**src/rtl/wbp_serialize_pkg.sv**
```systemverilog
// ----------------------------------------------------------------------------
// wbp_serialize_pkg
//   Shared definitions for the pipelined-Wishbone request serializer:
//   the downstream sequencing state encoding and the width of one queued
//   request entry {we, addr, data, sel}.
// ----------------------------------------------------------------------------
package wbp_serialize_pkg;

    // Downstream sequencing states.
    //   ST_IDLE  : nothing in flight downstream
    //   ST_ISSUE : strobe presented, waiting for !stall
    //   ST_WAIT  : strobe taken, waiting for ack/err
    //   ST_ERR   : bus error reported, hold until the master drops cyc
    typedef enum logic [1:0] {
        ST_IDLE  = 2'd0,
        ST_ISSUE = 2'd1,
        ST_WAIT  = 2'd2,
        ST_ERR   = 2'd3
    } state_t;

    // Bits in one queued request: we + address + write data + byte selects.
    function automatic int req_width(input int aw, input int dw);
        return 1 + aw + dw + dw / 8;
    endfunction

endpackage

```
**src/rtl/wbp_req_fifo.sv**
```systemverilog
// ----------------------------------------------------------------------------
// wbp_req_fifo
//   Synchronous request FIFO, 2^LGDEPTH entries of WIDTH bits, with a
//   show-ahead read port (rd_data is the current head).
//
// Ports
//   clk      in   clock
//   reset    in   synchronous active-high reset
//   flush    in   empty the FIFO at the next edge; wins over a same-cycle push
//   push     in   write wr_data (ignored when full)
//   pop      in   drop the head entry (ignored when empty)
//   wr_data  in   entry to write
//   rd_data  out  head entry
//   full     out  no free slot
//   empty    out  no valid entry
// ----------------------------------------------------------------------------
module wbp_req_fifo
    import wbp_serialize_pkg::*;
#(
    parameter int WIDTH   = 8,
    parameter int LGDEPTH = 2
) (
    input  logic             clk,
    input  logic             reset,
    input  logic             flush,
    input  logic             push,
    input  logic             pop,
    input  logic [WIDTH-1:0] wr_data,
    output logic [WIDTH-1:0] rd_data,
    output logic             full,
    output logic             empty
);

    localparam int DEPTH = 1 << LGDEPTH;

    logic [WIDTH-1:0] mem [DEPTH];
    // One extra pointer bit separates "full" from "empty" when the indices match.
    logic [LGDEPTH:0] wr_ptr;
    logic [LGDEPTH:0] rd_ptr;

    assign empty   = (wr_ptr == rd_ptr);
    assign full    = (wr_ptr[LGDEPTH] != rd_ptr[LGDEPTH]) &&
                     (wr_ptr[LGDEPTH-1:0] == rd_ptr[LGDEPTH-1:0]);
    assign rd_data = mem[rd_ptr[LGDEPTH-1:0]];

    // NOTE: sequential state uses non-blocking assignments so every register
    // samples pre-edge values, independent of statement order.
    always_ff @(posedge clk) begin
        if (reset || flush) begin
            wr_ptr <= '0;
            rd_ptr <= '0;
        end else begin
            if (push && !full)
                wr_ptr <= wr_ptr + 1'b1;
            if (pop && !empty)
                rd_ptr <= rd_ptr + 1'b1;
        end
    end

    // NOTE: the storage array has no reset; validity is tracked entirely by
    // the pointers, so stale contents are never observed as live entries.
    always_ff @(posedge clk) begin
        if (push && !full)
            mem[wr_ptr[LGDEPTH-1:0]] <= wr_data;
    end

endmodule

```
**src/rtl/wbp_serialize.sv**
```systemverilog
// ----------------------------------------------------------------------------
// wbp_serialize
//   Pipelined-Wishbone front end for a single-outstanding downstream stage.
//   Queues up to 2^LGFIFO master requests and issues them downstream one at a
//   time, waiting for each ack/err before the next strobe. Acks return to the
//   master in order; a bus error discards the rest of the queue and stalls
//   the master until it drops cyc.
//
// Build option
//   WBP_SERIALIZE_LOWPOWER_EN : when defined, o_saddr/o_sdata/o_ssel are
//   forced to zero while o_sstb is low; otherwise they always show the FIFO
//   head.
//
// Ports
//   i_clk, i_reset            clock, synchronous active-high reset
//   i_mcyc/i_mstb/i_mwe       master cycle, strobe, write enable
//   i_maddr/i_mdata/i_msel    master address, write data, byte selects
//   o_mstall/o_mack/o_merr    master stall, ack, bus error
//   o_mdata                   master read data
//   o_scyc/o_sstb/o_swe       downstream cycle, strobe, write enable
//   o_saddr/o_sdata/o_ssel    downstream address, write data, byte selects
//   i_sstall/i_sack/i_serr    downstream stall, ack, error
//   i_sdata                   downstream read data
// ----------------------------------------------------------------------------
module wbp_serialize
    import wbp_serialize_pkg::*;
#(
    parameter int AW     = 12,
    parameter int DW     = 32,
    parameter int LGFIFO = 2
) (
    input  logic            i_clk,
    input  logic            i_reset,
    input  logic            i_mcyc,
    input  logic            i_mstb,
    input  logic            i_mwe,
    input  logic [AW-1:0]   i_maddr,
    input  logic [DW-1:0]   i_mdata,
    input  logic [DW/8-1:0] i_msel,
    output logic            o_mstall,
    output logic            o_mack,
    output logic            o_merr,
    output logic [DW-1:0]   o_mdata,
    output logic            o_scyc,
    output logic            o_sstb,
    output logic            o_swe,
    output logic [AW-1:0]   o_saddr,
    output logic [DW-1:0]   o_sdata,
    output logic [DW/8-1:0] o_ssel,
    input  logic            i_sstall,
    input  logic            i_sack,
    input  logic            i_serr,
    input  logic [DW-1:0]   i_sdata
);

    localparam int REQ_W = req_width(AW, DW);
    localparam int DEPTH = 1 << LGFIFO;
    localparam logic [LGFIFO:0] FULL_COUNT = (LGFIFO + 1)'(DEPTH);

    state_t            state;
    logic [LGFIFO:0]   count;      // accepted but not yet acked/erred
    logic              cur_we;     // we of the transaction in WAIT

    logic              accept;
    logic              push;
    logic              pop;
    logic              flush;
    logic              fifo_full;
    logic              fifo_empty;
    logic [REQ_W-1:0]  head;
    logic              head_we;
    logic [AW-1:0]     head_addr;
    logic [DW-1:0]     head_data;
    logic [DW/8-1:0]   head_sel;

    assign o_mstall = (count == FULL_COUNT) || (state == ST_ERR);
    assign accept   = i_mcyc && i_mstb && !o_mstall;
    // count never exceeds the FIFO depth, so fifo_full is only a safety net.
    assign push     = accept && !fifo_full;
    assign pop      = (state == ST_ISSUE) && !i_sstall;
    // Dropping cyc, reset, or a downstream error all abandon the queue.
    assign flush    = !i_mcyc || (state == ST_WAIT && i_serr);

    wbp_req_fifo #(
        .WIDTH   (REQ_W),
        .LGDEPTH (LGFIFO)
    ) u_fifo (
        .clk     (i_clk),
        .reset   (i_reset),
        .flush   (flush),
        .push    (push),
        .pop     (pop),
        .wr_data ({i_mwe, i_maddr, i_mdata, i_msel}),
        .rd_data (head),
        .full    (fifo_full),
        .empty   (fifo_empty)
    );

    assign {head_we, head_addr, head_data, head_sel} = head;

    assign o_scyc = i_mcyc && ((state != ST_IDLE) || !fifo_empty);
    // The head entry is popped when the strobe is taken, so the write enable
    // for the WAIT phase comes from the copy captured at that moment.
    assign o_swe  = (state == ST_ISSUE) ? head_we : cur_we;

`ifdef WBP_SERIALIZE_LOWPOWER_EN
    assign o_saddr = o_sstb ? head_addr : '0;
    assign o_sdata = o_sstb ? head_data : '0;
    assign o_ssel  = o_sstb ? head_sel  : '0;
`else
    assign o_saddr = head_addr;
    assign o_sdata = head_data;
    assign o_ssel  = head_sel;
`endif

    always_ff @(posedge i_clk) begin
        if (i_reset) begin
            state   <= ST_IDLE;
            count   <= '0;
            cur_we  <= 1'b0;
            o_sstb  <= 1'b0;
            o_mack  <= 1'b0;
            o_merr  <= 1'b0;
            o_mdata <= '0;
        end else if (!i_mcyc) begin
            // Master abandoned the cycle: forget everything, ignore any
            // downstream response landing this cycle. o_mdata holds.
            state  <= ST_IDLE;
            count  <= '0;
            o_sstb <= 1'b0;
            o_mack <= 1'b0;
            o_merr <= 1'b0;
        end else begin
            o_mack <= 1'b0;
            o_merr <= 1'b0;

            case ({accept, o_mack || o_merr})
                2'b10:   count <= count + 1'b1;
                2'b01:   count <= count - 1'b1;
                default: count <= count;
            endcase

            case (state)
                ST_IDLE: begin
                    // A same-cycle push is already the head at the next edge,
                    // which gives the one-cycle accept-to-strobe latency.
                    if (!fifo_empty || push) begin
                        state  <= ST_ISSUE;
                        o_sstb <= 1'b1;
                    end
                end
                ST_ISSUE: begin
                    if (!i_sstall) begin
                        state  <= ST_WAIT;
                        o_sstb <= 1'b0;
                        cur_we <= head_we;
                    end
                end
                ST_WAIT: begin
                    // Error wins when ack and err arrive together.
                    if (i_serr) begin
                        state  <= ST_ERR;
                        o_merr <= 1'b1;
                    end else if (i_sack) begin
                        state   <= ST_IDLE;
                        o_mack  <= 1'b1;
                        o_mdata <= i_sdata;
                    end
                end
                ST_ERR: begin
                    // Leaves only through the cyc-drop branch above.
                    state <= ST_ERR;
                end
                default: state <= ST_IDLE;
            endcase
        end
    end

endmodule

```
**config.mk**
```make
export PLATFORM = sky130hd
export DESIGN_NAME = wbp_serialize
export DESIGN_NICKNAME = d
export VERILOG_FILES = /design/src/rtl/wbp_serialize_pkg.sv /design/src/rtl/wbp_req_fifo.sv /design/src/rtl/wbp_serialize.sv
export SDC_FILE = /design/constraint.sdc
export NUM_CORES = 1
export LEC_CHECK = 0
export ABC_AREA = 1
export CAP_MARGIN = 20
export CORE_MARGIN = 5
export CORE_UTILIZATION = 49
export CTS_BUF_LIST = sky130_fd_sc_hd__clkbuf_4 sky130_fd_sc_hd__clkbuf_8
export CTS_CLUSTER_SIZE = 40
export DETAILED_ROUTE_END_ITERATION = 6
export PLACE_DENSITY = 0.78
export SLEW_MARGIN = 25
export SYNTH_ARGS = -nofsm -noshare
export SYNTH_HDL_FRONTEND = slang
export SYNTH_SLANG_ARGS = --single-unit
```
**constraint.sdc**
```tcl
create_clock -name i_clk -period 3.8 [get_ports i_clk]
set_input_delay 0.95 -clock i_clk [delete_from_list [all_inputs] [get_ports i_clk]]
set_output_delay 0.95 -clock i_clk [all_outputs]
set_load 0.03 [all_outputs]
```
==> run_results.csv <==
group,metric,value,unit
outcome,outcome,"finished, final reports clean",
placement,hpwlAfterDp,12500,um
global_route,grt_pass1_vias,6092,
drt,viasPerCell,5.12,
placement,io_buffer_count,173,
global_route,overflow,0,
clock_tree,cts_made_buffers,39,
logic_synthesis,yosysMostFrequentCell,"edfxtp_1",
job,cap_violations,0,
sta,maxSlewHeadroom,0.489,
floorplanning,die_area,0.0225,mm2
clock_tree,path_clk_slew,60,ps
logic_synthesis,synth_area_leaders,"edfxtp_1 61%, dfxtp_1 10%, o21ai_0 6.8%, nor2_1 6.8%, buf_4 4.4%",
power,peakVddDrop,255,uV
power,p_seq_frac,0.555,
clock_tree,cts_root_buf,"clkbuf_8",
sta,tightestPinTransition,766,ps
clock_tree,cts-resized-gates,0,
layout,drive_gt1_frac,0.142,
logic_synthesis,syn_avg_cell_area,12.2,um2
worst_setup_path,crit_path_cell_trace,"clkdlybuf4s50_1, inv_1, a21oi_1, clkdlybuf4s50_1",
logic_synthesis,synth_commonest_cells,"196 x edfxtp_1, 173 x nor2_1, 131 x o21ai_0, 56 x buf_4, 49 x dfxtp_1",
clock_tree,post_cts.repair.setup_buffers,0,
sta,rsz0062_at_grt,"no",
logic_synthesis,yosys.area.top_type_share,0.614,
sta,fmax,295,MHz
clock_tree,htree_levels,2,
drt,drc_errors,0,
sta,finalCritPeriodShare,0.891,
floorplanning,die_height,150,um
clock_tree,holdBufCountCts,0,
floorplanning,boundaryPins,174,
drt,first_pass_iters,5,
floorplanning,dieWidth,150,um
worst_setup_path,crit_path_max_incr_delay,700,ps
drt,num_vias,6232,
clock_tree,cts.path.max_buffers,3,
logic_synthesis,ys_types,28,
worst_setup_path,critPathRequiredTime,2850,ps
power,p_comb_frac,0.058,
logic_synthesis,async_flop_share,0,
worst_setup_path,cp-end-kind,"output pin",
floorplanning,core_area,0.0193,mm2
clock_tree,cts.sinks,245,
logic_synthesis,synth_area,0.00959,mm2
sta,hold_viol,0,
logic_synthesis,ys_seq_area_frac,0.716,
clock_tree,cts_tree,"yes",
floorplanning,rows,51,
worst_setup_path,path_max_fanout,3,
global_route,grt_max_degree,79,
logic_synthesis,synth_seq_cells,245,
power,swShare,0.218,
sta,finalClockSkew,23.1,ps
layout,antennaDiodeCount,0,
worst_setup_path,path_common_cell,"clkdlybuf4s50_1",
logic_synthesis,synthFlopType,"edfxtp_1",
sta,maxSlewViolCount,0,
global_route,grtUsageTotal,0.176,
logic_synthesis,synth_nets,882,
layout,post-route-util,0.614,
worst_setup_path,crit_path_start_kind,"primary input",
worst_setup_path,arrival,2430,ps
sta,setup-violations-final,0,
drt,post_drt_wl_per_cell,16.4,um
clock_tree,clock_latency,520,ps
drt,final_antenna_net_count,0,
power,p_leak,0.00416,uW
power,internal-power,4150,uW
power,p_per_area,447,mW/mm2
sta,period_minus_slack,3380,ps
global_route,antenna_found_initial,3,
sta,hold_ws,464,ps
logic_synthesis,synth-edff-count,196,
logic_synthesis,syn_inst,787,
floorplanning,initial_utilization,0.496,
logic_synthesis,yosysWarnings,0,
drt,drtIter0Drc,333,
min_path,hold_path.class,"flip-flop to flip-flop",
worst_setup_path,cp_slowest_cell,"clkdlybuf4s50_1",
placement,gp_congestion,0.801,
power,netSwitchingPower,1150,uW
layout,final_nets,1020,
power,p_clk_frac,0.387,
drt,finalWirelength,20000,um
logic_synthesis,yosys.area.top_type,"edfxtp_1",
global_route,grt_pass1_wl,31000,um
layout,area_growth,23.8,%
worst_setup_path,path_class,"primary input to output pin",
## cell usage in the layout (no fill, tap or decap), drive strengths merged, types with 3 or more instances in the layout
cell	n
o22ai	48
buf	60
clkdlybuf4s50	125
nor2	175
inv	26
nand3	11
xor2	3
nand2	28
o21ai	135
clkinv	16
ha	6
dfxtp	49
a21oi	17
clkbuf	50
edfxtp	196
## kinds of logic (layout without fill, tap and decap cells)
logic type | Yosys count | in the layout | share of synthesized area
flip-flops | 245 | 245 | 0.716
AND/OR/NAND/NOR | 218 | 218 | 0.0921
AO/OA/AOI/OAI | 202 | 202 | 0.112
buffers and inverters | 112 | 278 | 0.0667
adder cells (fa/ha/maj) | 7 | 7 | 0.00992
XOR/XNOR | 3 | 3 | 0.00274
## registers in the layout, summed over array words and instances, names as in the netlist, named ones only
signal / cells
u_fifo.mem: 196
o_mdata: 32
count: 3
u_fifo.rd_ptr: 3
u_fifo.wr_ptr: 3
state: 2
cur_we: 1
o_mack: 1
o_merr: 1
o_sstb: 1
## worst max-delay path, delay by kind of cell
kind | cells | cell delay (ps)
AO/OA/AOI/OAI | 1 | 150
buffers and inverters | 3 | 1320
## through the flow
stage               total power [uW]  setup slack, ps  area (um2)  setup TNS [ps]  std cells
finish                          5310              416       11900               0       1218
global route                    5510              286       11900               0       1218
CTS                             5360              423       11900               0       1218
detailed placement              3310              437       11200               0       1149
global placement                3310              472       11200               0       1149
floorplan                       3160            -72.4        9590          -14180        787
## path summary, 6_finish.rpt
check | slack, ps | to | from | cells after the start
max | 420 | o_scyc | i_mcyc | 4
min | 460 | count[2] | count[2] | 2
max reg2reg | 1860 | u_fifo.mem[1][3] | count[1] | 7
min reg2reg | 460 | count[2] | count[2] | 2
## power by group through the flow
stage / Sequential [uW] / Clock [uW] / Combinational, uW
3_5_place_dp: 3000 / 0 / 309
4_1_cts: 2950 / 2110 / 310
6_report: 2950 / 2050 / 307
3_3_place_gp: 3000 / 0 / 306
2_1_floorplan: 3010 / 0 / 152
5_1_grt: 2950 / 2240 / 330
## layout make-up
| cell class | count | area, um2 |
|---|---|---|
| flip-flops and latches | 245 | 6870 |
| repair buffers | 185 | 1750 |
| fillers | 1495 | 7460 |
| multi-input cells | 430 | 2110 |
| clock inverters | 19 | 92.6 |
| inverters | 24 | 90.1 |
| well taps | 265 | 332 |
| clock buffers | 50 | 619 |
## metal layers
| metal | GRT usage | wire length (um) | vias up |
|---|---|---|---|
| met2 | 0.283 | 9420 | 247 |
| met3 | 0.0790 | 2350 | 25 |
| met1 | 0.215 | 7890 | 2917 |
| li1 | - | - | 3037 |
| met5 | 0 | 41 | - |
| met4 | 0.0522 | 305 | 6 |
Note: power is estimated with default switching activity, not from simulation.
